## src/rtl/uart_fifo.sv

```systemverilog
// uart_fifo: UART transmitter plus a receiver that feeds a first-word-fall-through RX FIFO.
module uart_fifo #(
  parameter int unsigned CLKS_PER_BIT = 694,
  parameter int unsigned DATA_BITS    = 8,
  parameter int unsigned PARITY       = 0,
  parameter int unsigned STOP_BITS    = 1,
  parameter int unsigned FIFO_DEPTH   = 16
) (
  input  logic                          i_Clock,
  input  logic                          i_Reset,
  input  logic                          i_Start,
  input  logic [DATA_BITS-1:0]          i_Data,
  output logic                          o_TX,
  output logic                          o_Busy,
  input  logic                          i_RX,
  output logic                          o_RX_Valid,
  input  logic                          i_RX_Read,
  output logic [DATA_BITS-1:0]          o_Data,
  output logic [$clog2(FIFO_DEPTH):0]   o_RX_Count,
  output logic                          o_Frame_Err,
  output logic                          o_Parity_Err,
  output logic                          o_Overrun,
  output logic                          o_Sample_Point
);

  localparam int unsigned CW   = $clog2(CLKS_PER_BIT);
  localparam int unsigned BW   = $clog2(DATA_BITS);
  localparam int unsigned AW   = $clog2(FIFO_DEPTH);
  localparam int unsigned CntW = AW + 1;

  localparam logic [CW-1:0]   BitLast  = CW'(CLKS_PER_BIT - 1);
  localparam logic [CW-1:0]   HalfLast = CW'(CLKS_PER_BIT / 2 - 1);
  localparam logic [BW-1:0]   DataLast = BW'(DATA_BITS - 1);
  localparam logic [BW-1:0]   StopLast = BW'(STOP_BITS - 1);
  localparam logic [CntW-1:0] Full     = CntW'(FIFO_DEPTH);

  // ---------------------------------------------------------------- TX
  typedef enum logic [2:0] {TxIdle, TxStart, TxData, TxParity, TxStop} tx_state_e;

  tx_state_e            tx_state_q, tx_state_d;
  logic [CW-1:0]        tx_cnt_q, tx_cnt_d;
  logic [BW-1:0]        tx_idx_q, tx_idx_d;
  logic [DATA_BITS-1:0] tx_shift_q, tx_shift_d;
  logic                 tx_par_q, tx_par_d;
  logic                 tx_q, tx_d;
  logic                 tx_tick;

  assign tx_tick = (tx_cnt_q == BitLast);

  // TX next state: every non-idle state lasts whole bit periods; o_TX is registered
  always_comb begin
    tx_state_d = tx_state_q;
    tx_cnt_d   = tx_cnt_q;
    tx_idx_d   = tx_idx_q;
    tx_shift_d = tx_shift_q;
    tx_par_d   = tx_par_q;
    tx_d       = tx_q;
    if (tx_state_q != TxIdle) tx_cnt_d = tx_tick ? '0 : tx_cnt_q + CW'(1);
    unique case (tx_state_q)
      TxIdle: begin
        tx_d = 1'b1;
        if (i_Start) begin
          tx_state_d = TxStart;
          tx_cnt_d   = '0;
          tx_d       = 1'b0;
          tx_shift_d = i_Data;
          tx_par_d   = (PARITY == 1) ? ~(^i_Data) : ^i_Data;
        end
      end
      TxStart: begin
        if (tx_tick) begin
          tx_state_d = TxData;
          tx_idx_d   = '0;
          tx_d       = tx_shift_q[0];
        end
      end
      TxData: begin
        if (tx_tick) begin
          tx_shift_d = tx_shift_q >> 1;
          if (tx_idx_q == DataLast) begin
            tx_idx_d = '0;
            if (PARITY != 0) begin
              tx_state_d = TxParity;
              tx_d       = tx_par_q;
            end else begin
              tx_state_d = TxStop;
              tx_d       = 1'b1;
            end
          end else begin
            tx_idx_d = tx_idx_q + BW'(1);
            tx_d     = tx_shift_q[1];
          end
        end
      end
      TxParity: begin
        if (tx_tick) begin
          tx_state_d = TxStop;
          tx_idx_d   = '0;
          tx_d       = 1'b1;
        end
      end
      TxStop: begin
        if (tx_tick) begin
          if (tx_idx_q == StopLast) tx_state_d = TxIdle;
          else                      tx_idx_d   = tx_idx_q + BW'(1);
        end
      end
      default: tx_state_d = TxIdle;
    endcase
  end

  // TX state registers
  always_ff @(posedge i_Clock or posedge i_Reset) begin
    if (i_Reset) begin
      tx_state_q <= TxIdle;
      tx_cnt_q   <= '0;
      tx_idx_q   <= '0;
      tx_shift_q <= '0;
      tx_par_q   <= 1'b0;
      tx_q       <= 1'b1;
    end else begin
      tx_state_q <= tx_state_d;
      tx_cnt_q   <= tx_cnt_d;
      tx_idx_q   <= tx_idx_d;
      tx_shift_q <= tx_shift_d;
      tx_par_q   <= tx_par_d;
      tx_q       <= tx_d;
    end
  end

  assign o_TX   = tx_q;
  assign o_Busy = (tx_state_q != TxIdle);

  // ---------------------------------------------------------------- RX
  // RxWait holds off re-arming after a framing error until the line returns high.
  typedef enum logic [2:0] {RxIdle, RxStart, RxData, RxParity, RxStop, RxWait} rx_state_e;

  logic                 sync1_q, sync2_q;
  rx_state_e            rx_state_q, rx_state_d;
  logic [CW-1:0]        rx_cnt_q, rx_cnt_d;
  logic [BW-1:0]        rx_idx_q, rx_idx_d;
  logic [DATA_BITS-1:0] rx_shift_q, rx_shift_d;
  logic                 rx_par_q, rx_par_d;
  logic                 samp_q, samp_d;
  logic                 ferr_q, ferr_d;
  logic                 perr_q, perr_d;
  logic                 good_q, good_d;
  logic                 wr_q;
  logic                 rx_ones, par_bad;

  // Two-flop synchroniser for the asynchronous serial input
  always_ff @(posedge i_Clock or posedge i_Reset) begin
    if (i_Reset) begin
      sync1_q <= 1'b1;
      sync2_q <= 1'b1;
    end else begin
      sync1_q <= i_RX;
      sync2_q <= sync1_q;
    end
  end

  assign rx_ones = ^{rx_shift_q, rx_par_q};
  assign par_bad = (PARITY == 1) ? ~rx_ones : (PARITY == 2) ? rx_ones : 1'b0;

  // RX next state: half-bit start sample, then one sample per bit period
  always_comb begin
    rx_state_d = rx_state_q;
    rx_cnt_d   = rx_cnt_q + CW'(1);
    rx_idx_d   = rx_idx_q;
    rx_shift_d = rx_shift_q;
    rx_par_d   = rx_par_q;
    samp_d     = 1'b0;
    ferr_d     = 1'b0;
    perr_d     = 1'b0;
    good_d     = 1'b0;
    unique case (rx_state_q)
      RxIdle: begin
        rx_cnt_d = '0;
        if (!sync2_q) rx_state_d = RxStart;
      end
      RxStart: begin
        if (rx_cnt_q == HalfLast) begin
          samp_d     = 1'b1;
          rx_cnt_d   = '0;
          rx_idx_d   = '0;
          rx_state_d = sync2_q ? RxIdle : RxData;
        end
      end
      RxData: begin
        if (rx_cnt_q == BitLast) begin
          samp_d     = 1'b1;
          rx_cnt_d   = '0;
          rx_shift_d = {sync2_q, rx_shift_q[DATA_BITS-1:1]};
          if (rx_idx_q == DataLast) rx_state_d = (PARITY != 0) ? RxParity : RxStop;
          else                      rx_idx_d   = rx_idx_q + BW'(1);
        end
      end
      RxParity: begin
        if (rx_cnt_q == BitLast) begin
          samp_d     = 1'b1;
          rx_cnt_d   = '0;
          rx_par_d   = sync2_q;
          rx_state_d = RxStop;
        end
      end
      RxStop: begin
        if (rx_cnt_q == BitLast) begin
          samp_d   = 1'b1;
          rx_cnt_d = '0;
          if (!sync2_q) begin
            ferr_d     = 1'b1;
            rx_state_d = RxWait;
          end else begin
            perr_d     = par_bad;
            good_d     = ~par_bad;
            rx_state_d = RxIdle;
          end
        end
      end
      RxWait: begin
        rx_cnt_d = '0;
        if (sync2_q) rx_state_d = RxIdle;
      end
      default: rx_state_d = RxIdle;
    endcase
  end

  // RX state and pulse registers; wr_q issues the FIFO write one cycle after the stop sample
  always_ff @(posedge i_Clock or posedge i_Reset) begin
    if (i_Reset) begin
      rx_state_q <= RxIdle;
      rx_cnt_q   <= '0;
      rx_idx_q   <= '0;
      rx_shift_q <= '0;
      rx_par_q   <= 1'b0;
      samp_q     <= 1'b0;
      ferr_q     <= 1'b0;
      perr_q     <= 1'b0;
      good_q     <= 1'b0;
      wr_q       <= 1'b0;
    end else begin
      rx_state_q <= rx_state_d;
      rx_cnt_q   <= rx_cnt_d;
      rx_idx_q   <= rx_idx_d;
      rx_shift_q <= rx_shift_d;
      rx_par_q   <= rx_par_d;
      samp_q     <= samp_d;
      ferr_q     <= ferr_d;
      perr_q     <= perr_d;
      good_q     <= good_d;
      wr_q       <= good_q;
    end
  end

  assign o_Sample_Point = samp_q;
  assign o_Frame_Err    = ferr_q;
  assign o_Parity_Err   = perr_q;

  // ---------------------------------------------------------------- RX FIFO
  logic [DATA_BITS-1:0] fifo_mem [FIFO_DEPTH];
  logic [AW-1:0]        wr_ptr_q, wr_ptr_d;
  logic [AW-1:0]        rd_ptr_q, rd_ptr_d;
  logic [CntW-1:0]      cnt_q, cnt_d;
  logic                 ovr_q, ovr_d;
  logic                 rd_ok, wr_ok;

  // A write into a full FIFO still succeeds when the head is popped in the same cycle
  always_comb begin
    rd_ok    = i_RX_Read & (cnt_q != '0);
    wr_ok    = wr_q & ((cnt_q != Full) | rd_ok);
    ovr_d    = wr_q & (cnt_q == Full) & ~rd_ok;
    wr_ptr_d = wr_ok ? wr_ptr_q + AW'(1) : wr_ptr_q;
    rd_ptr_d = rd_ok ? rd_ptr_q + AW'(1) : rd_ptr_q;
    cnt_d    = cnt_q;
    case ({wr_ok, rd_ok})
      2'b10:   cnt_d = cnt_q + CntW'(1);
      2'b01:   cnt_d = cnt_q - CntW'(1);
      default: cnt_d = cnt_q;
    endcase
  end

  // FIFO pointers, occupancy and overrun pulse
  always_ff @(posedge i_Clock or posedge i_Reset) begin
    if (i_Reset) begin
      wr_ptr_q <= '0;
      rd_ptr_q <= '0;
      cnt_q    <= '0;
      ovr_q    <= 1'b0;
    end else begin
      wr_ptr_q <= wr_ptr_d;
      rd_ptr_q <= rd_ptr_d;
      cnt_q    <= cnt_d;
      ovr_q    <= ovr_d;
    end
  end

  // Storage array; contents are only visible through the occupancy-gated head
  always_ff @(posedge i_Clock) begin
    if (wr_ok) fifo_mem[wr_ptr_q] <= rx_shift_q;
  end

  assign o_RX_Valid = (cnt_q != '0);
  assign o_RX_Count = cnt_q;
  assign o_Data     = o_RX_Valid ? fifo_mem[rd_ptr_q] : '0;
  assign o_Overrun  = ovr_q;

endmodule
```

## config.mk

```make
export PLATFORM = sky130hd
export DESIGN_NAME = uart_fifo
export DESIGN_NICKNAME = d
export VERILOG_FILES = /design/src/rtl/uart_fifo.sv
export SDC_FILE = /design/constraint.sdc
export NUM_CORES = 1
export LEC_CHECK = 0
export CAP_MARGIN = 20
export CORE_AREA = 2 2 160 162
export CTS_CLUSTER_DIAMETER = 50
export DETAILED_ROUTE_END_ITERATION = 16
export DIE_AREA = 0 0 162 164
export SKIP_CTS_REPAIR_TIMING = 1
export SLEW_MARGIN = 40
export SYNTH_ARGS = -nofsm -noshare
export SYNTH_HDL_FRONTEND = slang
export SYNTH_SLANG_ARGS = --single-unit
export TNS_END_PERCENT = 50
```

## constraint.sdc

```tcl
create_clock -name i_Clock -period 3.3 [get_ports i_Clock]
set_clock_uncertainty 0.1 [all_clocks]
set_input_delay 0.825 -clock i_Clock [delete_from_list [all_inputs] [get_ports i_Clock]]
set_output_delay 0.825 -clock i_Clock [all_outputs]
set_load 0.02 [all_outputs]
```

After elaboration in Yosys (flattened, before gate mapping) --
Memory sizes are Yosys's and may differ from the RTL's. Cells that the tools add are included.
Word-level totals: input port bits 13, register bits after elaboration 69, RAM bits 128, memories kept 1
Memory list:
- fifo_mem | depth 16, bits a word 8, rd ports 1, clocked after Yosys merged registers in 0, write ports 1, line 260 | logic [DATA_BITS-1:0] fifo_mem [FIFO_DEPTH];
Cells by class: equality and inequality tests 35, multiplexer cells 57, reduce and logical (&&, ||, !) cells 20, add/subtract/negate cells 8, bitwise logic cells 6
Operator list (count):
- two-way mux 3 bit | 23
- two-way mux 10 bit | 6
- != test 2 bit (second input constant) | 16
- one-hot mux 10 bit (3 select lines) | 1
- two-way mux 8 bit | 3
- adder 10 x 1 -> 10 bit (second input constant) | 2
- equality test 10 bit (second input constant) | 2
- one-hot mux 3 bit (6 select lines) | 1
- one-hot mux 8 bit (2 select lines) | 1
- equality test 3 bit (second input constant) | 5
- two-way mux 1 bit | 15
- one-hot mux 3 bit (5 select lines) | 1
- AND reduction 7 bit | 2
- equality test 3 x 2 -> 1 bit (second input constant) | 4
- equality test 10 x 9 -> 1 bit (second input constant) | 1
- one-hot mux 5 bit (2 select lines) | 1
- zero test 3 bit | 3
- one-hot mux 3 bit (3 select lines) | 1
- adder 4 x 1 -> 4 bit (second input constant) | 2
- AND reduction 4 bit | 2
- adder 3 x 1 -> 3 bit (second input constant) | 2
- equality test 3 x 1 -> 1 bit (second input constant) | 2
- one-hot mux 3 bit (2 select lines) | 1
- nonzero test 2 bit | 3
- 21 further kinds | 26

Depth between registers and ports, before layout --
Gate-level depths: netlist of run 1.
depth in word-level cells 6, gate-level depth with buffers 10, gate-level depth less buffers 9

Least setup slack after synthesis of run 1 --
No wires, ideal clock.
kind register to output, from reg cnt_q[0], in the netlist o_RX_Count[0], to out o_Data[6], required time 2.375 ns, path slack 0.338 ns, arrival time 2.037 ns, stages on the path, launching flop included 7, cell sequence dfrtp_1 or4_1 buf_2 nand2b_1 nand2b_1 clkbuf_1 o22ai_1
On the way: word-level cells in the longest chain between the ends 2
Ends and longest elaborated chain:
- from (decl) | line 263 | logic [CntW-1:0] cnt_q, cnt_d;
- from (signal assigned) | line 292 | cnt_q <= cnt_d;
- nonzero test 5 bit | line 302 | assign o_RX_Valid = (cnt_q != '0);
- named net o_RX_Valid | line 16 | output logic o_RX_Valid,
- two-way mux 8 bit | line 304 | assign o_Data = o_RX_Valid ? fifo_mem[rd_ptr_q] : '0;
- to (decl) | line 18 | output logic [DATA_BITS-1:0] o_Data,
The timed path passes the listed nets, and every way through them passes these cells.

Final worst setup path of run 1 --
from reg rd_ptr_q[0], to out o_Data[3]
On the way: word-level cells in the longest chain between the ends 2
Ends and longest elaborated chain:
- from (decl) | line 262 | logic [AW-1:0] rd_ptr_q, rd_ptr_d;
- from (signal assigned) | line 291 | rd_ptr_q <= rd_ptr_d;
- memory (16 x 8 bit)
- two-way mux 8 bit | line 304
No other way between the ends.

==> flow_metrics.py, run 1 <==
metrics = {
    "outcome": {
        "status": "finished, final reports clean",
    },
    "floorplanning": {
        "die_x_um": 162,
        "num_io_pins": 33,
        "dieArea_mm2": 0.02657,
        "rows": 58,
        "dieHeight_um": 164,
        "coreArea_mm2": 0.02482,
        "start_util": 0.3447,
    },
    "timing": {
        "fmax_ghz": 0.3191,
        "finalHoldViolations": 0,
        "setup_viol": 0,
        "max_slew_margin": 0.5650,
        "tightest_slew_ps": 652.5,
        "fin_ws_ps": 166.3,
        "maxSlewViolCount": 0,
        "holdWs_ps": 252.8,
        "rsz0062_at_grt": "no",
        "fin_crit_sh": 0.9496,
        "finalWorstPathRequiredPeriod_ps": 3134,
    },
    "yosys": {
        "syn_inst": 560,
        "synth_top_area_share": 0.4493,
        "ys_seq_area_frac": 0.6515,
        "synthFlopType": "edfxtp_1",
        "ys_types": 66,
        "syn_area_mm2": 0.008556,
        "syn_avg_cell_area_um2": 15.28,
        "synth_nets": 589,
        "synth_area_leader_cell": "edfxtp_1",
        "ys_ff_latch": 197,
        "synth_edf_count": 128,
        "yosys_warnings": 0,
        "netlist_top_cells_area": "edfxtp_1 45%, dfrtp_1 19%, mux4_2 8.4%",
        "synthArstFlopShare": 0.3503,
    },
    "critical_path": {
        "r2r_start": "o_RX_Count[1]",
        "rrSetupSlack_ps": 500,
        "worstPathArrival_ps": 2210,
        "cp.required_ps": 2370,
        "critPathKind": "register to output pin",
        "rr_endpoint": "o_RX_Count[4]",
        "reg2regPathDepth": 10,
        "cp_max_fo": 12,
        "start_kind": "register",
        "end_kind": "output pin",
    },
    "clock_tree": {
        "clock_latency_ps": 440,
        "clock-root-buffer": "clkbuf_16",
        "clk_pin_slew_ps": 80,
        "cts_tree": "done",
        "cts_made_buffers": 17,
        "htreeDepth": 4,
        "cts.path.max_buffers": 2,
        "cts_sinks": 197,
    },
    "route": {
        "ant_nets": 0,
        "routedWlPerCell_um": 17.62,
        "drc_errors": 0,
        "vias": 4805,
        "dr.pass1.iters": 7,
        "via_per_inst": 5.031,
        "initialDrtViolationCount": 488,
        "drt_wl_total_um": 16830,
    },
    "global_route": {
        "grt_pass1_wl_um": 26400,
        "antenna_found_initial": 0,
        "grt_max_degree": 70,
        "grt_pass1_vias": 4879,
        "grt_util_met3": 0.02904,
        "grt-ovfl-total": 0,
        "met2_usage": 0.2176,
        "busiest_layer": "met2",
        "grtUsageMet1": 0.1671,
        "grt_use_total": 0.1294,
    },
    "job": {
        "max-cap-violations": 0,
    },
    "pwr": {
        "vdd_drop_max_v": 0.0003590,
        "p_leak_nw": 4.089,
        "powerDensity_mw_per_mm2": 517.8,
        "p_total_mw": 5.218,
    },
    "final_layout": {
        "drive_gt1_frac": 0.2352,
        "fillers": 2250,
        "post-route-util": 0.4060,
        "ff_latch_area_mm2": 0.005575,
        "area.growth.synth_to_final_pct": 17.78,
        "multi_input_area_mm2": 0.002813,
        "diodes": 0,
        "nets": 641,
    },
    "placement": {
        "pre_cts_slack_ps": 215.2,
        "place_congestion": 0.8016,
        "port_buffers": 31,
        "hpwlAfterDp_um": 11050,
    },
    "hold_path": {
        "hp-class": "register to register",
        "worstHoldPathCells": 0,
        "min_from": "good_q",
        "min_to": "wr_q",
    },
}
-- worst max path at each step --
stage,startpoint,endpoint,slack (ps)
floorplan,o_RX_Count[0],o_Data[6],340
global placement,rd_ptr_q[0],o_Data[0],220
CTS,rd_ptr_q[0],o_Data[0],-270
global route,rd_ptr_q[0],o_Data[0],70
finish,rd_ptr_q[0],o_Data[3],170
detailed placement,rd_ptr_q[0],o_Data[0],220
-- final cells by class --
class / instances / share of cell area
sequential: 197 / 0.5533
multi-input combinational: 319 / 0.2791
timing repair buffer: 61 / 0.06096
clock buffer: 17 / 0.04221
tap: 330 / 0.04097
clock inverter: 15 / 0.01751
inverter: 16 / 0.005960
-- state kept, by name (all words and copies together), names as in the netlist, 3 cells and up --
signal and count:
o_RX_Count 5, rx_cnt_q 10, rx_idx_q 3, tx_cnt_q 10
fifo_mem 128, tx_state_q 3, rx_state_q 3, tx_shift_q 8
rx_shift_q 8, tx_idx_q 3, rd_ptr_q 4, wr_ptr_q 4
-- placed cells by master, fill, tap and decap left out, types with 16 or more instances in the layout --
master           Yosys  final
mux4_2              32     32
ha_1                16     16
dfrtp_1             66     65
mux2i_1             19     18
clkdlybuf4s50_1      0     23
buf_4                1     25
edfxtp_1           128    128
nor2_1              39     39
nand2_1             21     20
mux2_2              25     25
clkbuf_16            0     18
-- metrics by stage --
step	instances	cell area, µm²	TNS [ps]
global placement	921	9397	0
global route	955	10080	0
floorplan	560	8556	0
detailed placement	921	9397	0
CTS	953	9998	-1955
finish	955	10080	0
-- per-layer routing --
layer / up-vias / wire length (µm)
met5: - / 0
met4: 0 / 211
met3: 15 / 595
met2: 68 / 8462
met1: 2475 / 7558
li1: 2247 / -
-- kinds of logic (layout without fill, tap and decap cells) --
kind of cell               Yosys count  in the layout  synth area share
AOI/OAI and AO/OA                   70             70           0.05762
buffers and inverters               44            109           0.02237
DFF                                197            197            0.6515
and+or+nand+nor                    135            135           0.08307
muxes                               77             77            0.1411
other                                1              1         0.0004383
adders and majority gates           16             16           0.02340
xor gates and xnor gates            20             20           0.02047
-- power by group --
part	switching, mW	internal, mW	leakage [nW]
registers	0.118	2.71	2.38
clock network	1.04	1.03	0.295
logic	0.150	0.171	1.42
total	1.30	3.91	4.09
-- worst max-delay path: stages (launching register included) --
cell	delay, ps
dfrtp_2	470
buf_12	190
mux4_2	560
mux2i_1	210
o22ai_1	110
dlymetal6s2s_1	210
-- Yosys cell counts, types with 6 or more instances --
master	instances
edfxtp_1	128
dfrtp_1	66
nor2_1	39
mux4_2	32
mux2_2	25
nand2_1	21
mux2i_1	19
clkbuf_1	17
ha_1	16
inv_1	16
nand2b_1	14
nand3_1	13
o21ai_0	13
xnor2_1	13
nor3_1	11
o22ai_1	11
a21oi_1	10
a31oi_1	10
nand4_1	7
xor2_1	7
and3_1	6
Note: power is estimated with default switching activity, not from simulation.
==> inputs of run 2 (changes only) <==
--- a/config.mk
+++ b/config.mk
@@ -7,7 +7,6 @@
 export LEC_CHECK = 0
 export CAP_MARGIN = 20
 export CORE_AREA = 2 2 160 162
-export CTS_CLUSTER_DIAMETER = 50
 export DETAILED_ROUTE_END_ITERATION = 16
 export DIE_AREA = 0 0 162 164
 export SKIP_CTS_REPAIR_TIMING = 1
==> results of run 2 <==
No change in the layout: final DEF, timing and power equal those of run 1.
==> inputs of run 3 (changes only) <==
--- a/config.mk
+++ b/config.mk
@@ -5,8 +5,10 @@
 export SDC_FILE = /design/constraint.sdc
 export NUM_CORES = 1
 export LEC_CHECK = 0
+export ABC_AREA = 1
 export CAP_MARGIN = 20
 export CORE_AREA = 2 2 160 162
+export CTS_BUF_LIST = sky130_fd_sc_hd__clkbuf_8
 export DETAILED_ROUTE_END_ITERATION = 16
 export DIE_AREA = 0 0 162 164
 export SKIP_CTS_REPAIR_TIMING = 1
==> flow_metrics.py, run 3 <==
metrics = {
    "outcome": {
        "status": "finished, final reports clean",
    },
    "placement": {
        "placed_area_mm2": 0.009439,
        "hpwlAfterDp_um": 12310,
        "dp_cells": 1164,
        "port_buffers": 31,
        "place_congestion": 0.8368,
        "pre_cts_slack_ps": 264.0,
    },
    "final_layout": {
        "drive_gt1_frac": 0.09017,
        "post-route-util": 0.3953,
        "nets": 882,
        "reg_top3": "fifo_mem (128), rx_cnt_q (10), tx_cnt_q (10)",
        "regMostFlops": "fifo_mem",
        "multi_input_area_mm2": 0.002569,
        "ff_latch_area_mm2": 0.005575,
        "diodes": 0,
        "fin_cells": 1195,
        "final_cell_mix": "128 x edfxtp_1, 121 x nor2_1, 117 x nand2_1",
        "fillers": 2418,
        "largest_reg_flops": 128,
        "area.growth.synth_to_final_pct": 14.77,
        "mostFrequentLayoutCell": "edfxtp_1",
        "fin_area_mm2": 0.009812,
    },
    "pwr": {
        "vdd_drop_max_v": 0.0003708,
        "p_total_mw": 6.428,
        "powerDensity_mw_per_mm2": 655.2,
        "p_leak_nw": 4.247,
    },
    "critical_path": {
        "crit_path_top_delay_cell": "dfrtp_2",
        "cpPeakStageDelay_ps": 450,
        "worstPathArrival_ps": 2200,
        "end_kind": "output pin",
        "cp.required_ps": 2370,
        "cp_top_family": "buffers and inverters",
        "critPathKind": "register to output pin",
        "cp_max_fo": 42,
        "crit_chain": "inv_2, buf_12, o21ai_0, o221ai_1, nand3_1, a21oi_1, dlymetal6s2s_1",
        "start_kind": "register",
        "crit_buf_inv": 3,
    },
    "route": {
        "drt_wl_total_um": 19160,
        "vias": 5919,
        "routedWlPerCell_um": 16.04,
        "drc_errors": 0,
        "initialDrtViolationCount": 536,
        "dr.pass1.iters": 5,
        "ant_nets": 0,
        "via_per_inst": 4.953,
    },
    "hold_path": {
        "hp-class": "register to register",
    },
    "yosys": {
        "syn_area_mm2": 0.008549,
        "synth_most_common_cell": "edfxtp_1",
        "yosys_warnings": 0,
        "synthFlopType": "edfxtp_1",
        "ys_ff_latch": 197,
        "synth_top_area_share": 0.4496,
        "syn_inst": 802,
        "netlist_top_cells_area": "edfxtp_1 45%, dfrtp_1 19%, o21ai_0 6.3%",
        "ys_seq_area_frac": 0.6520,
        "synth_edf_count": 128,
        "ys_types": 37,
        "ys_top_cells_by_count": "128 x edfxtp_1, 121 x nor2_1, 117 x nand2_1",
        "synthArstFlopShare": 0.3503,
        "synth_nets": 831,
        "syn_avg_cell_area_um2": 10.66,
        "synth_area_leader_cell": "edfxtp_1",
    },
    "timing": {
        "maxSlewViolCount": 0,
        "fmax_ghz": 0.3196,
        "max_slew_margin": 0.4787,
        "finalHoldViolations": 0,
        "fin_ws_ps": 171.4,
        "tightest_slew_ps": 781.9,
        "rsz0062_at_grt": "no",
        "holdWs_ps": 262.2,
        "finalWorstPathRequiredPeriod_ps": 3129,
        "setup_viol": 0,
        "fin_setup_tns_ps": 0,
        "fin_crit_sh": 0.9481,
    },
    "floorplanning": {
        "start_util": 0.3445,
        "rows": 58,
        "die_x_um": 162,
        "num_io_pins": 33,
        "dieArea_mm2": 0.02657,
        "dieHeight_um": 164,
        "coreArea_mm2": 0.02482,
    },
    "global_route": {
        "grt-ovfl-total": 0,
        "grt_use_total": 0.1480,
        "grt_pass1_vias": 5623,
        "antenna_found_initial": 0,
        "grt_pass1_wl_um": 30130,
        "grt_max_degree": 70,
    },
    "clock_tree": {
        "clock_latency_ps": 480,
        "cts.path.max_buffers": 2,
        "cts_sinks": 197,
        "cts_tree": "done",
        "clock-root-buffer": "clkbuf_8",
        "htreeDepth": 4,
        "clk_pin_slew_ps": 100,
        "cts_made_buffers": 17,
    },
    "job": {
        "max-cap-violations": 0,
    },
}
-- run 3: report_power, final --
group          leakage, nW  internal, mW  switching (mW)
Sequential            2.35          2.67          0.0925
Clock                0.173         0.539           0.912
Combinational         1.73         0.866            1.35
Total                 4.25          4.07            2.36
-- run 3: cell families (layout without fill, tap and decap cells) --
| family | after synthesis | after routing | synth area share |
|---|---|---|---|
| DFF | 197 | 197 | 0.6520 |
| xor gates and xnor gates | 14 | 14 | 0.01434 |
| and+or+nand+nor | 297 | 297 | 0.1443 |
| AOI/OAI and AO/OA | 175 | 175 | 0.1180 |
| adders and majority gates | 16 | 16 | 0.02342 |
| other | 1 | 1 | 0.0004386 |
| buffers and inverters | 102 | 165 | 0.04756 |
-- run 3: area by class of cell --
cell class / count / share of cell area
Clock buffer: 17 / 0.02385
Clock inverter: 14 / 0.01173
Inverter: 74 / 0.02844
Multi-Input combinational cell: 503 / 0.2618
Sequential cell: 197 / 0.5682
Tap cell: 330 / 0.04208
Timing Repair Buffer: 60 / 0.06389
-- run 3: final timing paths --
| path | startpoint | endpoint | slack [ps] | cells after the start |
|---|---|---|---|---|
| setup / recovery | rd_ptr_q[0] | o_Data[0] | 170 | 7 |
| hold / removal | sync1_q | sync2_q | 260 | 0 |
| setup reg to reg | rx_cnt_q[1] | rx_shift_q[6] | 1150 | 8 |
| hold reg to reg | sync1_q | sync2_q | 260 | 0 |
| max in group asynchronous | i_Reset | sync1_q | 2140 | 3 |
| min in group asynchronous | i_Reset | tx_cnt_q[7] | 640 | 3 |
-- run 3: layer usage --
metal	global-route usage	vias to the layer above	wire length (µm)
li1	-	2875	-
met1	0.1971	2850	8834
met2	0.2410	162	8962
met3	0.03207	32	994
met4	0.05068	0	371
met5	0	-	0
-- run 3: worst register-to-register path, delay by kind of cell (launching register included) --
| kind | cells | cell delay, ps |
|---|---|---|
| simple gates | 4 | 810 |
| buf+inv | 2 | 370 |
| compound gates | 1 | 250 |
| flops | 1 | 410 |
| fa+ha+maj | 1 | 140 |
==> RTL edit 1, RTL diff (settings of run 2) <==
Encoding of `tx_state_e`: now one-hot (5 bits for 5 states).
--- a/src/rtl/uart_fifo.sv
+++ b/src/rtl/uart_fifo.sv
@@ -36,5 +36,5 @@
 
   // ---------------------------------------------------------------- TX
-  typedef enum logic [2:0] {TxIdle, TxStart, TxData, TxParity, TxStop} tx_state_e;
+  typedef enum logic [4:0] {TxIdle = 5'b00001, TxStart = 5'b00010, TxData = 5'b00100, TxParity = 5'b01000, TxStop = 5'b10000} tx_state_e;
 
   tx_state_e            tx_state_q, tx_state_d;
Formal check against the unedited RTL: same outputs for any inputs over 10 cycles, from zero or initial values and one cycle with i_Reset high; not proved beyond that.
==> RTL edit 1 against run 2 <==
  * Setup slack better by 0.0029 ns
  * Via count is 2.0% higher
  * Design area increased by 0.58%
  * Wire length up 1.7%
  * Sequential cell count increased by 1
  * Maximum frequency hardly changed
  * Synthesized area rose by 1.9%
  * Sequential share of layout area shrank 0.062 points
  * Register-to-register slack better by 0.30 ns
  * Largest cell class unchanged
Power is not compared: it rests on default switching activity, and its combinational part moved more than twofold at a synthesized area within 25%.
==> RTL edit 1: results (changes against run 2) <==
\begin{tabular}{lr}
\hline
Metric & Value \\
\hline
\multicolumn{2}{l}{\textbf{Logic synthesis}} \\
\quad Share of flip-flops with an asynchronous set or reset after synthesis & 35.4\% (+0.33 points) \\
\quad Syn avg cell area & 15.4 um2 (+1.0\%) \\
\quad Syn\_nets & 595 (+1.0\%) \\
\quad Number of distinct standard cells referenced by the synthesized netlist & 69 (+4.5\%) \\
\quad Portion of the post-synthesis area used by sequential elements & 64.2\% (-0.94 points) \\
\quad Leading post-synthesis cells by instance count & 128 x sky130\_fd\_sc\_hd\_\_edfxtp\_1, 66 x sky130\_fd\_sc\_hd\_\_dfrtp\_1, 32 x sky130\_fd\_sc\_hd\_\_mux4\_2, 26 x sky130\_fd\_sc\_hd\_\_mux2\_2, 22 x sky130\_fd\_sc\_hd\_\_nor2\_1 \\
\quad Cell types with the largest area share after synthesis & sky130\_fd\_sc\_hd\_\_edfxtp\_1 44\%, sky130\_fd\_sc\_hd\_\_dfrtp\_1 19\%, sky130\_fd\_sc\_hd\_\_mux4\_2 8.3\%, sky130\_fd\_sc\_hd\_\_mux2\_2 3.4\%, sky130\_fd\_sc\_hd\_\_ha\_1 2.4\% \\
\multicolumn{2}{l}{\textbf{Layout}} \\
\quad Final net count & 640 (-0.16\%) \\
\multicolumn{2}{l}{\textbf{Routing}} \\
\quad Initial drt markers & 362 (-26\%) \\
\quad Routed wirelength normalized by instance count & 17.9 um (+1.9\%) \\
\quad Via count of the routed design & 4902 (+2.0\%) \\
\quad DR pass1 iterations & 5 (-2) \\
\multicolumn{2}{l}{\textbf{Placement}} \\
\quad Placed instance count & 919 (-0.22\%) \\
\quad Instance area at placement & 9490 um2 (+0.97\%) \\
\quad Pre-CTS WS & 0.0739 ns (-0.141 ns) \\
\quad Routability cong. & 0.793 (-1.1\%) \\
\multicolumn{2}{l}{\textbf{Global route}} \\
\quad Total global-route track usage & 13.7\% (+0.75 points) \\
\quad Global-route wire length before repair & 27.9 mm (+5.5\%) \\
\quad Initial antenna violation count & 0 (unchanged) \\
\quad Maximum number of pins on one net before global-route repair & 36 (-49\%) \\
\quad Number of global-route vias before repair & 5109 (+4.7\%) \\
\multicolumn{2}{l}{\textbf{STA}} \\
\quad Worst hold slack after final layout & 0.253 ns (+0.000654 ns) \\
\quad Minimum clock period after layout & 3.13 ns (-0.00292 ns) \\
\multicolumn{2}{l}{\textbf{Status}} \\
\quad Outcome & finished clean \\
\multicolumn{2}{l}{\textbf{Critical path}} \\
\quad Longest individual stage delay on the worst path & 0.54 ns (-0.02 ns) \\
\quad Worst setup slack for register-to-register paths & 0.80 ns (+0.30 ns) \\
\hline
\end{tabular}
RTL edit 1: final timing paths:
path | from | cells past startpoint | end
hold / removal | good_q$_DFF_PP0_ | 0 | wr_q$_DFF_PP0_
hold reg to reg | good_q$_DFF_PP0_ | 0 | wr_q$_DFF_PP0_
min in group asynchronous | i_Reset | 2 | o_RX_Count[2]$_DFFE_PP0P_
setup / recovery | rd_ptr_q[0]$_DFFE_PP0N_ | 5 | o_Data[5]
max in group asynchronous | i_Reset | 3 | sync2_q$_DFF_PP1_
setup reg to reg | o_RX_Count[0]$_DFFE_PP0P_ | 9 | o_RX_Count[4]$_DFFE_PP0P_
RTL edit 1: cell type report:
| class | instances | area [um2] | share of cell area, % |
|---|---|---|---|
| multi-input cells | 320 | 2920 | 28.8 |
| inverters | 21 | 78.8 | 0.778 |
| well taps | 330 | 413 | 4.07 |
| repair buffers | 52 | 526 | 5.18 |
| flip-flops and latches | 198 | 5600 | 55.3 |
| clock inverters | 14 | 170 | 1.68 |
| clock buffers | 18 | 429 | 4.23 |
RTL edit 1: routing by layer:
layer	routed length, um	global-route usage [%]	part of all wire (%)
met5	0	0	0
met4	87	2.94	0.51
met3	762	3.79	4.5
met2	8450	22.5	49
met1	7810	18.3	46
RTL edit 1: power by group:
group | internal [W] | switching, W
Clock | 0.00103 | 0.00102
Combinational | 0.000473 | 0.000514
Sequential | 0.00268 | 0.000121
RTL edit 1: cell families (layout without fill, tap and decap cells):
logic type                 Yosys count  count (layout)  synth area share [%]
AOI/OAI and AO/OA                   69              69                  5.54
buffers and inverters               47             105                  2.57
muxes                               78              78                  14.0
adders and majority gates           17              17                  2.44
and+or+nand+nor                    135             135                  9.22
xor gates and xnor gates            20              20                  2.01
other                                1               1                0.0430
DFF                                198             198                  64.2
==> RTL edit 2, RTL diff (settings of run 2) <==
Made on the original files. Change the parameter `PARITY` from 0 to 1.
--- a/src/rtl/uart_fifo.sv
+++ b/src/rtl/uart_fifo.sv
@@ -3,5 +3,5 @@
   parameter int unsigned CLKS_PER_BIT = 694,
   parameter int unsigned DATA_BITS    = 8,
-  parameter int unsigned PARITY       = 0,
+  parameter int unsigned PARITY       = 1,
   parameter int unsigned STOP_BITS    = 1,
   parameter int unsigned FIFO_DEPTH   = 16
Function: no difference found for any inputs over 10 cycles, from zero or initial values and one cycle with i_Reset high; that may be too few to reach the edited logic, so the function may still have changed.
==> RTL edit 2 against run 2 <==
  * Hold slack improved by 0.0091 ns
  * Synthesized area increased by 2.0%
  * Setup slack improved by 0.046 ns
  * Wire length increased by 2.7%
  * Critical endpoint is now o_Data[4]
  * Sequential cell count increased by 3
  * Highest routed layer unchanged
  * Count of clock-buffer cells in the layout unchanged
  * Design area increased by 2.3%
Power is not compared: it rests on default switching activity, and its combinational part moved more than twofold at a synthesized area within 25%.
==> RTL edit 2: results (changes against run 2) <==
\begin{tabular}{lr}
\hline
Metric & Value \\
\hline
\multicolumn{2}{l}{\textbf{Status}} \\
\quad Outcome & finished clean \\
\multicolumn{2}{l}{\textbf{Placement}} \\
\quad Number of port buffers & 32 (+3.2\%) \\
\quad Post-detailed-placement half-perimeter wirelength & 11.4 mm (+3.0\%) \\
\quad Placed instance count & 943 (+2.4\%) \\
\quad Routability cong. & 0.800 (-0.25\%) \\
\quad Instance area at placement & 9640 um2 (+2.6\%) \\
\quad Pre-CTS WS & 0.263 ns (+0.0475 ns) \\
\multicolumn{2}{l}{\textbf{Critical path}} \\
\quad Worst path arrival time & 2.16 ns (-0.05 ns) \\
\quad Longest individual stage delay on the worst path & 0.52 ns (-0.04 ns) \\
\quad Crit Path Max Fanout & 16 (+4) \\
\multicolumn{2}{l}{\textbf{Routing}} \\
\quad Post-detailed-routing wire length & 17.3 mm (+2.7\%) \\
\quad DR pass1 iterations & 5 (-2) \\
\multicolumn{2}{l}{\textbf{Global route}} \\
\quad Number of global-route vias before repair & 5179 (+6.1\%) \\
\quad Maximum number of pins on one net before global-route repair & 73 (+4.3\%) \\
\quad Global-route wire length before repair & 28.3 mm (+7.1\%) \\
\quad Total global-route track usage & 13.9\% (+0.99 points) \\
\multicolumn{2}{l}{\textbf{Logic synthesis}} \\
\quad Portion of the post-synthesis area used by sequential elements & 64.7\% (-0.41 points) \\
\quad Cell types with the largest area share after synthesis & sky130\_fd\_sc\_hd\_\_edfxtp\_1 44\%, sky130\_fd\_sc\_hd\_\_dfrtp\_1 20\%, sky130\_fd\_sc\_hd\_\_mux4\_2 8.3\%, sky130\_fd\_sc\_hd\_\_mux2\_2 3.6\%, sky130\_fd\_sc\_hd\_\_xnor2\_1 2.5\% \\
\quad Number of distinct standard cells referenced by the synthesized netlist & 62 (-6.1\%) \\
\quad Leading post-synthesis cells by instance count & 128 x sky130\_fd\_sc\_hd\_\_edfxtp\_1, 69 x sky130\_fd\_sc\_hd\_\_dfrtp\_1, 36 x sky130\_fd\_sc\_hd\_\_nor2\_1, 32 x sky130\_fd\_sc\_hd\_\_mux4\_2, 29 x sky130\_fd\_sc\_hd\_\_nand2\_1 \\
\quad Syn avg cell area & 15.2 um2 (-0.50\%) \\
\multicolumn{2}{l}{\textbf{STA}} \\
\quad Least-Margin Pin Slew & 0.732 ns (+0.0791 ns) \\
\multicolumn{2}{l}{\textbf{Layout}} \\
\quad Final net count & 661 (+3.1\%) \\
\quad Fraction of final layout cells with drive strength greater than 1 & 22.8\% (-0.73 points) \\
\multicolumn{2}{l}{\textbf{Clock tree}} \\
\quad Clock insertion delay at the later pin of the skew report & 0.44 ns (about the same) \\
\hline
\end{tabular}
-- RTL edit 2: power by group through the flow --
stage | Clock (W) | Sequential (W) | Combinational (W)
6_report | 0.00208 | 0.00265 | 0.0000693
5_1_grt | 0.00223 | 0.00265 | 0.0000778
4_1_cts | 0.00213 | 0.00265 | 0.0000716
3_5_place_dp | 0 | 0.00270 | 0.0000717
3_3_place_gp | 0 | 0.00270 | 0.0000700
2_1_floorplan | 0 | 0.00270 | 0.0000409
-- RTL edit 2: cell families after synthesis --
logic type	count (synthesis)	share of synthesized area, %
mux	80	14.2
flops	200	64.7
xor+xnor	33	3.47
fa+ha+maj	16	2.29
buf+inv	42	2.04
simple gates	142	8.55
compound gates	61	4.75
-- RTL edit 2: layout make-up --
cell class	count	area [um2]
sequential	200	5650
clock inverter	15	190
multi-input combinational	332	2930
inverter	16	60.1
tap	330	413
timing repair buffer	65	642
clock buffer	17	425
fill	2305	14500
-- RTL edit 2: path summary, 6_finish.rpt --
kind                                                 from                         to  slack (ns)  cells past startpoint
worst max-delay path              rd_ptr_q[0]$_DFFE_PP0N_                  o_Data[4]        0.21                      5
worst min-delay path                    sync1_q$_DFF_PP1_          sync2_q$_DFF_PP1_        0.26                      0
worst max register to register  o_RX_Count[0]$_DFFE_PP0P_  o_RX_Count[4]$_DFFE_PP0P_        0.50                      9
worst min register to register          sync1_q$_DFF_PP1_          sync2_q$_DFF_PP1_        0.26                      0
max in group asynchronous                         i_Reset    rd_ptr_q[0]$_DFFE_PP0N_        2.06                      3
min in group asynchronous                         i_Reset    rd_ptr_q[3]$_DFFE_PP0N_        0.67                      3
-- RTL edit 2: worst reg2reg max path, delay by kind of cell (launching register included) --
family / cells / cell delay, ns
AOI/OAI and AO/OA: 3 / 0.60
adders and majority gates: 1 / 0.23
buffers and inverters: 1 / 0.18
DFF: 1 / 0.42
muxes: 1 / 0.11
and+or+nand+nor: 3 / 1.10
-- RTL edit 2: routing by layer --
| metal | up-vias | track usage, % | wire, um |
|---|---|---|---|
| met1 | 2487 | 18.1 | 7710 |
| met3 | 16 | 2.80 | 593 |
| met2 | 87 | 23.5 | 8760 |
| li1 | 2293 | - | - |
| met5 | - | 0 | 0 |
| met4 | 0 | 4.47 | 216 |
-- RTL edit 2: per-stage QoR --
step                setup TNS (ns)  util, %
finish                           0     41.5
global placement                 0     38.8
floorplan                        0        -
detailed placement               0     38.8
CTS                          -1.57     41.3
global route                     0     41.5
